===== config.mk =====
export PLATFORM = sky130hd
export DESIGN_NAME = register_ram_mp
export DESIGN_NICKNAME = d
export VERILOG_FILES = /design/src/rtl/register_ram_pkg.sv /design/src/rtl/register_ram_bank.sv /design/src/rtl/register_ram_mp.sv
export SDC_FILE = /design/constraint.sdc
export NUM_CORES = 1
export LEC_CHECK = 0
export ABC_AREA = 1
export CAP_MARGIN = 10
export CORE_MARGIN = 3
export CORE_UTILIZATION = 55
export CTS_BUF_LIST = sky130_fd_sc_hd__clkbuf_4 sky130_fd_sc_hd__clkbuf_8
export CTS_CLUSTER_DIAMETER = 40
export CTS_CLUSTER_SIZE = 28
export DETAILED_ROUTE_END_ITERATION = 6
export PLACE_DENSITY_LB_ADDON = 0.12
export REMOVE_ABC_BUFFERS = 1
export SETUP_SLACK_MARGIN = 0.3
export SLEW_MARGIN = 20
export SYNTH_ARGS = -nofsm -noshare
export SYNTH_HDL_FRONTEND = slang
export SYNTH_SLANG_ARGS = --single-unit

===== constraint.sdc =====
create_clock -name clock -period 1.8 [get_ports clock]
set_input_delay 0.36 -clock clock [delete_from_list [all_inputs] [get_ports clock]]
set_output_delay 0.36 -clock clock [all_outputs]
set_load 0.005 [all_outputs]

===== src/rtl/register_ram_pkg.sv =====
// Shared types and helpers for the dual-read register RAM: state encoding,
// size helpers and the byte-lane merge used on every write.
package register_ram_pkg;

  typedef enum logic {
    CLEAR = 1'b0,
    READY = 1'b1
  } state_t;

  // Widest word the merge helper handles; callers size-cast in and out.
  localparam int MAX_WIDTH = 256;
  localparam int IDX_W     = $clog2(MAX_WIDTH);

  typedef logic [MAX_WIDTH-1:0] word_t;

  function automatic int calc_lanes(input int data_width, input int byte_width);
    return data_width / byte_width;
  endfunction

  function automatic int calc_depth(input int addr_width);
    return 2 ** addr_width;
  endfunction

  // Bit i comes from new_word when the lane that owns it is enabled.
  function automatic word_t merge(input word_t old_word, input word_t new_word,
                                  input word_t lane_enable, input int byte_width);
    word_t result;
    for (int i = 0; i < MAX_WIDTH; i++) begin
      result[IDX_W'(i)] = lane_enable[IDX_W'(i / byte_width)] ? new_word[IDX_W'(i)]
                                                               : old_word[IDX_W'(i)];
    end
    return result;
  endfunction

endpackage


===== src/rtl/register_ram_bank.sv =====
// One-write/one-read array with byte-enable write and registered read address.
// Reading through the registered address returns the word as updated on that edge.
module register_ram_bank
  import register_ram_pkg::*;
#(
  parameter int DATA_WIDTH = 32,
  parameter int BYTE_WIDTH = 8,
  parameter int ADDR_WIDTH = 3
) (
  input  logic                             clock,
  input  logic                             write_enable,
  input  logic [ADDR_WIDTH-1:0]            write_address,
  input  logic [DATA_WIDTH/BYTE_WIDTH-1:0] byte_enable,
  input  logic [DATA_WIDTH-1:0]            data_input,
  input  logic [ADDR_WIDTH-1:0]            read_address,
  output logic [DATA_WIDTH-1:0]            read_data
);

  localparam int DEPTH = calc_depth(ADDR_WIDTH);

  logic [DATA_WIDTH-1:0] mem [DEPTH];
  logic [ADDR_WIDTH-1:0] read_address_q;

  always_ff @(posedge clock) begin
    if (write_enable) begin
      mem[write_address] <= DATA_WIDTH'(merge(word_t'(mem[write_address]), word_t'(data_input),
                                              word_t'(byte_enable), BYTE_WIDTH));
    end
    read_address_q <= read_address;
  end

  assign read_data = mem[read_address_q];

endmodule


===== src/rtl/register_ram_mp.sv =====
// Register-set memory with one byte-enabled write port, two latency-1 read ports
// with hold-on-disable, and a clear sequencer that zero-fills the array after reset.
module register_ram_mp
  import register_ram_pkg::*;
#(
  parameter int                          DATA_WIDTH     = 32,
  parameter int                          BYTE_WIDTH     = 8,
  parameter int                          ADDR_WIDTH     = 3,
  parameter int                          CLEAR_ON_RESET = 1,
  parameter logic [DATA_WIDTH-1:0]       CLEAR_VALUE    = '0
) (
  input  logic                             clock,
  input  logic                             reset,
  output logic                             ready,
  input  logic                             write_enable,
  input  logic [ADDR_WIDTH-1:0]            write_address,
  input  logic [DATA_WIDTH/BYTE_WIDTH-1:0] byte_enable,
  input  logic [DATA_WIDTH-1:0]            data_input,
  input  logic                             read_enable_a,
  input  logic [ADDR_WIDTH-1:0]            read_address_a,
  output logic [DATA_WIDTH-1:0]            read_data_a,
  input  logic                             read_enable_b,
  input  logic [ADDR_WIDTH-1:0]            read_address_b,
  output logic [DATA_WIDTH-1:0]            read_data_b,
  output state_t                           debug_state
);

  localparam int LANES = calc_lanes(DATA_WIDTH, BYTE_WIDTH);
  localparam int DEPTH = calc_depth(ADDR_WIDTH);

  // ready is a level status, not a per-transfer handshake: while it is low every
  // write and read request is discarded; while high each request is accepted on
  // the edge it is presented, with no back-pressure.
  state_t                state_q, state_d;
  logic [ADDR_WIDTH:0]   count_q, count_d;
  logic                  bank_we;
  logic [ADDR_WIDTH-1:0] bank_addr;
  logic [LANES-1:0]      bank_be;
  logic [DATA_WIDTH-1:0] bank_din;

  always_comb begin
    state_d   = state_q;
    count_d   = count_q;
    bank_we   = 1'b0;
    bank_addr = write_address;
    bank_be   = byte_enable;
    bank_din  = data_input;
    case (state_q)
      CLEAR: begin
        if (CLEAR_ON_RESET != 0) begin
          bank_we   = 1'b1;
          bank_addr = count_q[ADDR_WIDTH-1:0];
          bank_be   = '1;
          bank_din  = CLEAR_VALUE;
          count_d   = count_q + 1'b1;
          if (count_q == (ADDR_WIDTH+1)'(DEPTH - 1)) state_d = READY;
        end else begin
          state_d = READY;
        end
      end
      READY: bank_we = write_enable;
    endcase
    if (reset) bank_we = 1'b0;
  end

  always_ff @(posedge clock) begin
    if (reset) begin
      state_q <= CLEAR;
      count_q <= '0;
    end else begin
      state_q <= state_d;
      count_q <= count_d;
    end
  end

  assign ready       = (state_q == READY);
  assign debug_state = state_q;

  logic                  rd_en   [2];
  logic [ADDR_WIDTH-1:0] rd_addr [2];
  logic [DATA_WIDTH-1:0] rd_data [2];

  assign rd_en[0]   = read_enable_a;
  assign rd_en[1]   = read_enable_b;
  assign rd_addr[0] = read_address_a;
  assign rd_addr[1] = read_address_b;

  // Same-edge forwarding comes from the bank: its array updates and its read
  // address registers on the capture edge, so the output shows the merged word.
  // fresh_q marks the cycle right after a capture; afterwards hold_q freezes
  // the word so later writes to that entry do not leak into a disabled port.
  for (genvar p = 0; p < 2; p++) begin : g_port
    logic [DATA_WIDTH-1:0] bank_data;
    logic [DATA_WIDTH-1:0] hold_q;
    logic                  fresh_q;

    register_ram_bank #(
      .DATA_WIDTH(DATA_WIDTH),
      .BYTE_WIDTH(BYTE_WIDTH),
      .ADDR_WIDTH(ADDR_WIDTH)
    ) u_bank (
      .clock        (clock),
      .write_enable (bank_we),
      .write_address(bank_addr),
      .byte_enable  (bank_be),
      .data_input   (bank_din),
      .read_address (rd_addr[p]),
      .read_data    (bank_data)
    );

    always_ff @(posedge clock) begin
      if (reset || state_q != READY) begin
        fresh_q <= 1'b0;
        hold_q  <= '0;
      end else begin
        if (fresh_q) hold_q <= bank_data;
        fresh_q <= rd_en[p];
      end
    end

    assign rd_data[p] = fresh_q ? bank_data : hold_q;
  end

  assign read_data_a = rd_data[0];
  assign read_data_b = rd_data[1];

endmodule


Yosys cells after proc, flatten, opt, wreduce, memory -nomap -nowiden
Memory sizes are Yosys's and may differ from the RTL's. A register that Yosys moved wholly into a read port is not among the register bits.
Cells that the tools add are included.

storage, ports and cells
  memories kept = 2
  input port bits = 50
  logic and storage cells = 95
  ROM bits = 0
  latch bits = 0
  output and inout bits = 66
  flip-flop bits (word level) = 71
  RAM bits = 512

cells by class
  multiplexer cells = 75
  equality and inequality tests = 5
  div/mod/pow operators = 0
  bitwise logic cells = 1
  add/subtract/negate cells = 1
  reductions and logical operators = 5
  magnitude comparators = 0
  shifts and indexed selects = 0
  multipliers = 0

memories
  memory                depth  bits a word  rd ports  clocked after Yosys merged registers in  write ports  RTL line                 text
  g_port[0].u_bank.mem  8      32           1         1                                        1            register_ram_bank.sv:21  logic [DATA_WIDTH-1:0] mem [DEPTH];
  g_port[1].u_bank.mem  8      32           1         1                                        1            register_ram_bank.sv:21

operators by type and width
  kind                                           count
  two-way mux 32 bit                             3
  two-way mux 1 bit                              69
  AND reduction 2 bit                            4
  adder 4 x 1 -> 4 bit, second input constant    1
  == test 4 x 3 -> 1 bit, second input constant  1
  two-way mux 4 bit                              1
  inequality test 1 bit, second input constant   4
  two-way mux 3 bit                              1
  one-hot mux 1 bit (2 select lines)             1
  logical OR 1 bit                               1
  NOT 1 bit                                      1

Depth between registers and ports, before layout
  word-level depth = 6
  gate-level depth with buffers = 8
  depth with buffers taken out = 7

Cells and area by module
Synthesis repeated with hierarchy kept, for this count alone.

second synthesis, totals
  cell total of the unflattened synthesis = 2,774
  area total of the unflattened synthesis = 26,070.0 µm²

by module, submodules not included
  module             sequential area each (µm²)  area an instance (µm²)  instances  cells an instance
  register_ram_bank  7,747.4                     11,414.7                2          1,157
  register_ram_mp    1,421.4                     3,240.6                 1          460

Worst setup path before layout
OpenSTA, ideal clock, no wires.

  path type = register to register
  start point = register state_q, in the netlist debug_state
  end point = memory g_port[1].u_bank.mem[2][0], enable pin
  stages on the path, launching flop included = 9
  data arrival time = 1.460 ns
  clock period less this slack = 1.830 ns
  path buffers = 1
  data required time = 1.430 ns
  setup slack = -0.030 ns
  setup time = 0.370 ns
  cells stage by stage = dfxtp_1 > inv_2 > buf_6 > or2_1 > o21ai_2 > inv_2 > nor2_2 > nand2_1 > nor2_1

on the way
  word-level cells in the longest chain between the ends = 6
  elaborated cells between the ends (all ways) = 9
  classes of those cells = eq/ne: 1; mux: 6; bitwise: 1; reduce/logical: 1

ends and longest elaborated chain
  element                                  RTL line                 text
  start: declaration                       register_ram_mp.sv:34    state_t state_q, state_d;
  start signal: assignment                 register_ram_mp.sv:71    state_q <= state_d;
  NOT 1 bit                                --
  one-hot mux 1 bit (2 select lines)       register_ram_mp.sv:48    case (state_q)
  two-way mux 1 bit                        register_ram_mp.sv:63    if (reset) bank_we = 1'b0;
  two-way mux 1 bit                        register_ram_bank.sv:25  if (write_enable) begin
  two-way mux 1 bit (not written as such)  register_ram_bank.sv:26  mem[write_address] <= DATA_WIDTH'(merge(word_t'(mem[write_address]), word_t'(data_input),
  AND reduction 2 bit (no line)            --
  end: declaration                         register_ram_bank.sv:21

Parallel ways exist; a longest one is shown, timed or not.

==> flow_summary_export.csv <==
group,metric,value,unit
status,status,"complete, but fails checks",
status,violations,"DRC, setup timing",
critical_path,ff2ff_path_depth,7,
floorplanning,core,29000,sq um
hold_path,hold_path_class,"primary input to flop",
pwr,peakVddDrop,893,uV
floorplanning,ios,116,
sta,hold_violations,0,
floorplanning,dieArea,31900,sq um
sta,setup_viol,146,
floorplanning,initial_core_util,56.5,%
sta,slew_headroom,68.3,%
pwr,pwr-share-comb,11.3,%
grt,overflow,0,
clocking,cts_hold_buf,0,
critical_path,crit_path_end_kind,"output pin",
critical_path,cp-endpoint,"read_data_b[18]",
floorplanning,rows,62,
synth,seq_area_frac_synth,56.3,%
critical_path,rrSetupSlack,-0.08,ns
pwr,clockPowerShare,40.3,%
sta,fin_worst_skew,0.0296,ns
flow_run,cap_violations,0,
pwr,p_int,12.7,mW
grt,grt_util_all_layers,31.5,%
critical_path,worstSetupPathType,"flop to output pin",
clocking,root_buffer,"clkbuf_8",
critical_path,critPathMaxFanout,25,
synth,ys_ff_latch,333,
synth,synthesis.area,16400,sq um
placed_design,dp_hpwl,31700,um
synth,ys_types,23,
drt,wl,52200,um
sta,setup_ws,-0.812,ns
sta,rsz0062_at_grt,"yes",
critical_path,crit_arrival,2.25,ns
drt,vias_per_cell,5.76,
drt,vias,15200,
critical_path,r2r-start,"debug_state",
layout,num-nets-final,2268,
grt,grt_pass1_wl,77300,um
sta,finalMaxSlewViolations,0,
placed_design,place_ws,-0.423,ns
grt,grt_max_degree,40,
grt,grt_pass1_vias,14300,
floorplanning,floorplan.die.width,179,um
sta,period_needed,2.61,ns
pwr,power_frac_seq,48.3,%
synth,avgSynthCellArea,8.12,sq um
pwr,powerDensity,818,nW/um^2
clocking,cts_buffers,47,
drt,drtPass1Iterations,7,
layout,syn2layout_area_growth,30.4,%
critical_path,cp.required,1.44,ns
placed_design,gp_congestion,0.883,
clocking,clk_latency,0.58,ns
pwr,switching_share,27.2,%
synth,yosys_warnings,0,
floorplanning,die_y,179,um
pwr,p_sw,4.75,mW
sta,finalCritPeriodShare,145,%
layout,n_antenna_cell,0,
clocking,cts_buffer_depth,3,
clocking,cts.sink_count,333,
synth,synthCells,2018,
layout,fillCellCount,2076,
layout,drive_gt1_share,19.9,%
pwr,fin_total_pwr,17.5,mW
layout,final_util,73.6,%
drt,ant_nets,0,
clocking,tritoncts,"done",
drt,drt_iter0_markers,1930,
clocking,clk_pin_slew,0.09,ns
drt,drc,3,
grt,antenna_found_initial,0,
drt,wl_per_cell,19.8,um
clocking,ctsHtreeMaxLevel,2,
pwr,p_leak,10.1,nW
critical_path,r2r-end,"g_port[1].u_bank.mem[6][24]",
placed_design,io_buffers,115,
critical_path,cp-start-kind,"flop",
sta,worst_slew_pin_slew,0.475,ns
sta,fmax,0.383,GHz
-- kinds of logic after synthesis --
group / share of synthesized area, %
flip-flops: 56.3
buffers and inverters: 10.5
AO/OA/AOI/OAI: 2.48
adder cells (fa/ha/maj): 0.0764
AND/OR/NAND/NOR: 30.6
-- routing by layer --
| metal | part of all wire [%] | vias up | wire length [um] | global-route usage (%) |
|---|---|---|---|---|
| li1 | - | 6899 | - | - |
| met1 | 37 | 7095 | 19500 | 41.9 |
| met2 | 47 | 1015 | 24800 | 51.7 |
| met3 | 11 | 201 | 5630 | 5.09 |
| met4 | 4.3 | 0 | 2260 | 12.6 |
| met5 | 0 | - | 0 | 0 |
-- worst min-delay path by stage --
stage	slack (ns)	to	depth (start not counted)	start
finish	0.23	flop	1	read_address_b[1]
global route	0.23	flop	1	read_address_a[2]
CTS	0.21	flop	1	read_address_b[2]
detailed placement	0.46	g_port[1].hold_q[14]	2	g_port[1].hold_q[14]
global placement	0.46	g_port[0].hold_q[21]	2	g_port[0].hold_q[21]
floorplan	0.39	flop	0	read_address_b[0]
-- timing repair --
action,in CTS,in global routing
cloned,7,4
setup endpoints to repair,322,350
gates resized for setup,139,184
buffers inserted,12,10
pin swaps,29,35
-- Yosys cell counts --
cell type | number | area share, %
o41ai_1 | 1 | 0.053
inv_1 | 301 | 6.9
clkbuf_1 | 34 | 0.78
buf_4 | 1 | 0.046
buf_1 | 10 | 0.23
nand2_1 | 683 | 16
dfxtp_1 | 77 | 9.4
buf_2 | 78 | 2.4
buf_6 | 1 | 0.069
ha_1 | 1 | 0.076
inv_2 | 4 | 0.092
nor3b_1 | 1 | 0.046
nor2_1 | 39 | 0.89
a31oi_1 | 1 | 0.038
nand3_1 | 448 | 14
o21ai_2 | 6 | 0.32
nand4_1 | 1 | 0.038
or2_1 | 3 | 0.11
a21oi_1 | 66 | 2.0
edfxtp_1 | 256 | 47
a21oi_2 | 1 | 0.053
nor2_2 | 2 | 0.076
nor3_1 | 3 | 0.092
-- power by group through the flow --
stage | Sequential, mW | Combinational [mW] | Clock [mW]
global placement | 8.61 | 1.54 | 0
detailed placement | 8.61 | 1.58 | 0
CTS | 8.44 | 1.75 | 7.11
floorplan | 8.68 | 0.782 | 0
global route | 8.46 | 2.11 | 7.44
finish | 8.45 | 1.98 | 7.05
-- flip-flops by register name, indices dropped and copies added (netlist names), named ones only --
signal             flops
g_port.fresh_q         2
count_q                4
g_port.u_bank.mem    256
g_port.hold_q         64
debug_state            1
-- cells in the final DEF, fill, tap and decap left out, drive strengths merged --
cell,n
nand2,683
nand3,448
inv,315
edfxtp,256
buf,168
dfxtp,77
clkdlybuf4s50,68
a21oi,67
clkbuf,61
nor2,41
dlymetal6s2s,20
clkinv,15
dlygate4sd2,8
o21ai,6
clkinvlp,6
bufinv,5
nor3,3
or2,3
a31oi,1
nand4,1
nor3b,1
o41ai,1
ha,1
-- worst max-delay path: stages, from the launching register on --
cell             delay, ns
dfxtp_4               0.42
clkinv_8              0.11
buf_12                0.18
nand2_1               0.08
nand3_1               0.11
nand3_2               0.09
nand3_2               0.10
nand2_1               0.09
clkdlybuf4s50_1       0.49
-- area by class of cell --
| cell class | count | area [sq um] | share of cell area [%] |
|---|---|---|---|
| tap | 384 | 480 | 2.25 |
| clock inverter | 36 | 459 | 2.15 |
| inverter | 305 | 1180 | 5.52 |
| multi-input combinational | 1256 | 6230 | 29.2 |
| clock buffer | 51 | 689 | 3.23 |
| sequential | 333 | 9240 | 43.3 |
| timing repair buffer | 274 | 3080 | 14.4 |
-- stage by stage --
step	cell area (sq um)	TNS, ns	cells	hold slack [ns]
global route	21400	-60.56	2639	0.225
global placement	18700	-101.81	2519	0.459
finish	21400	-41.71	2639	0.226
CTS	20600	-52.74	2625	0.213
floorplan	15800	-682.26	1894	0.388
detailed placement	18700	-107.46	2519	0.462
No activity file was read; power rests on OpenSTA's default activity.
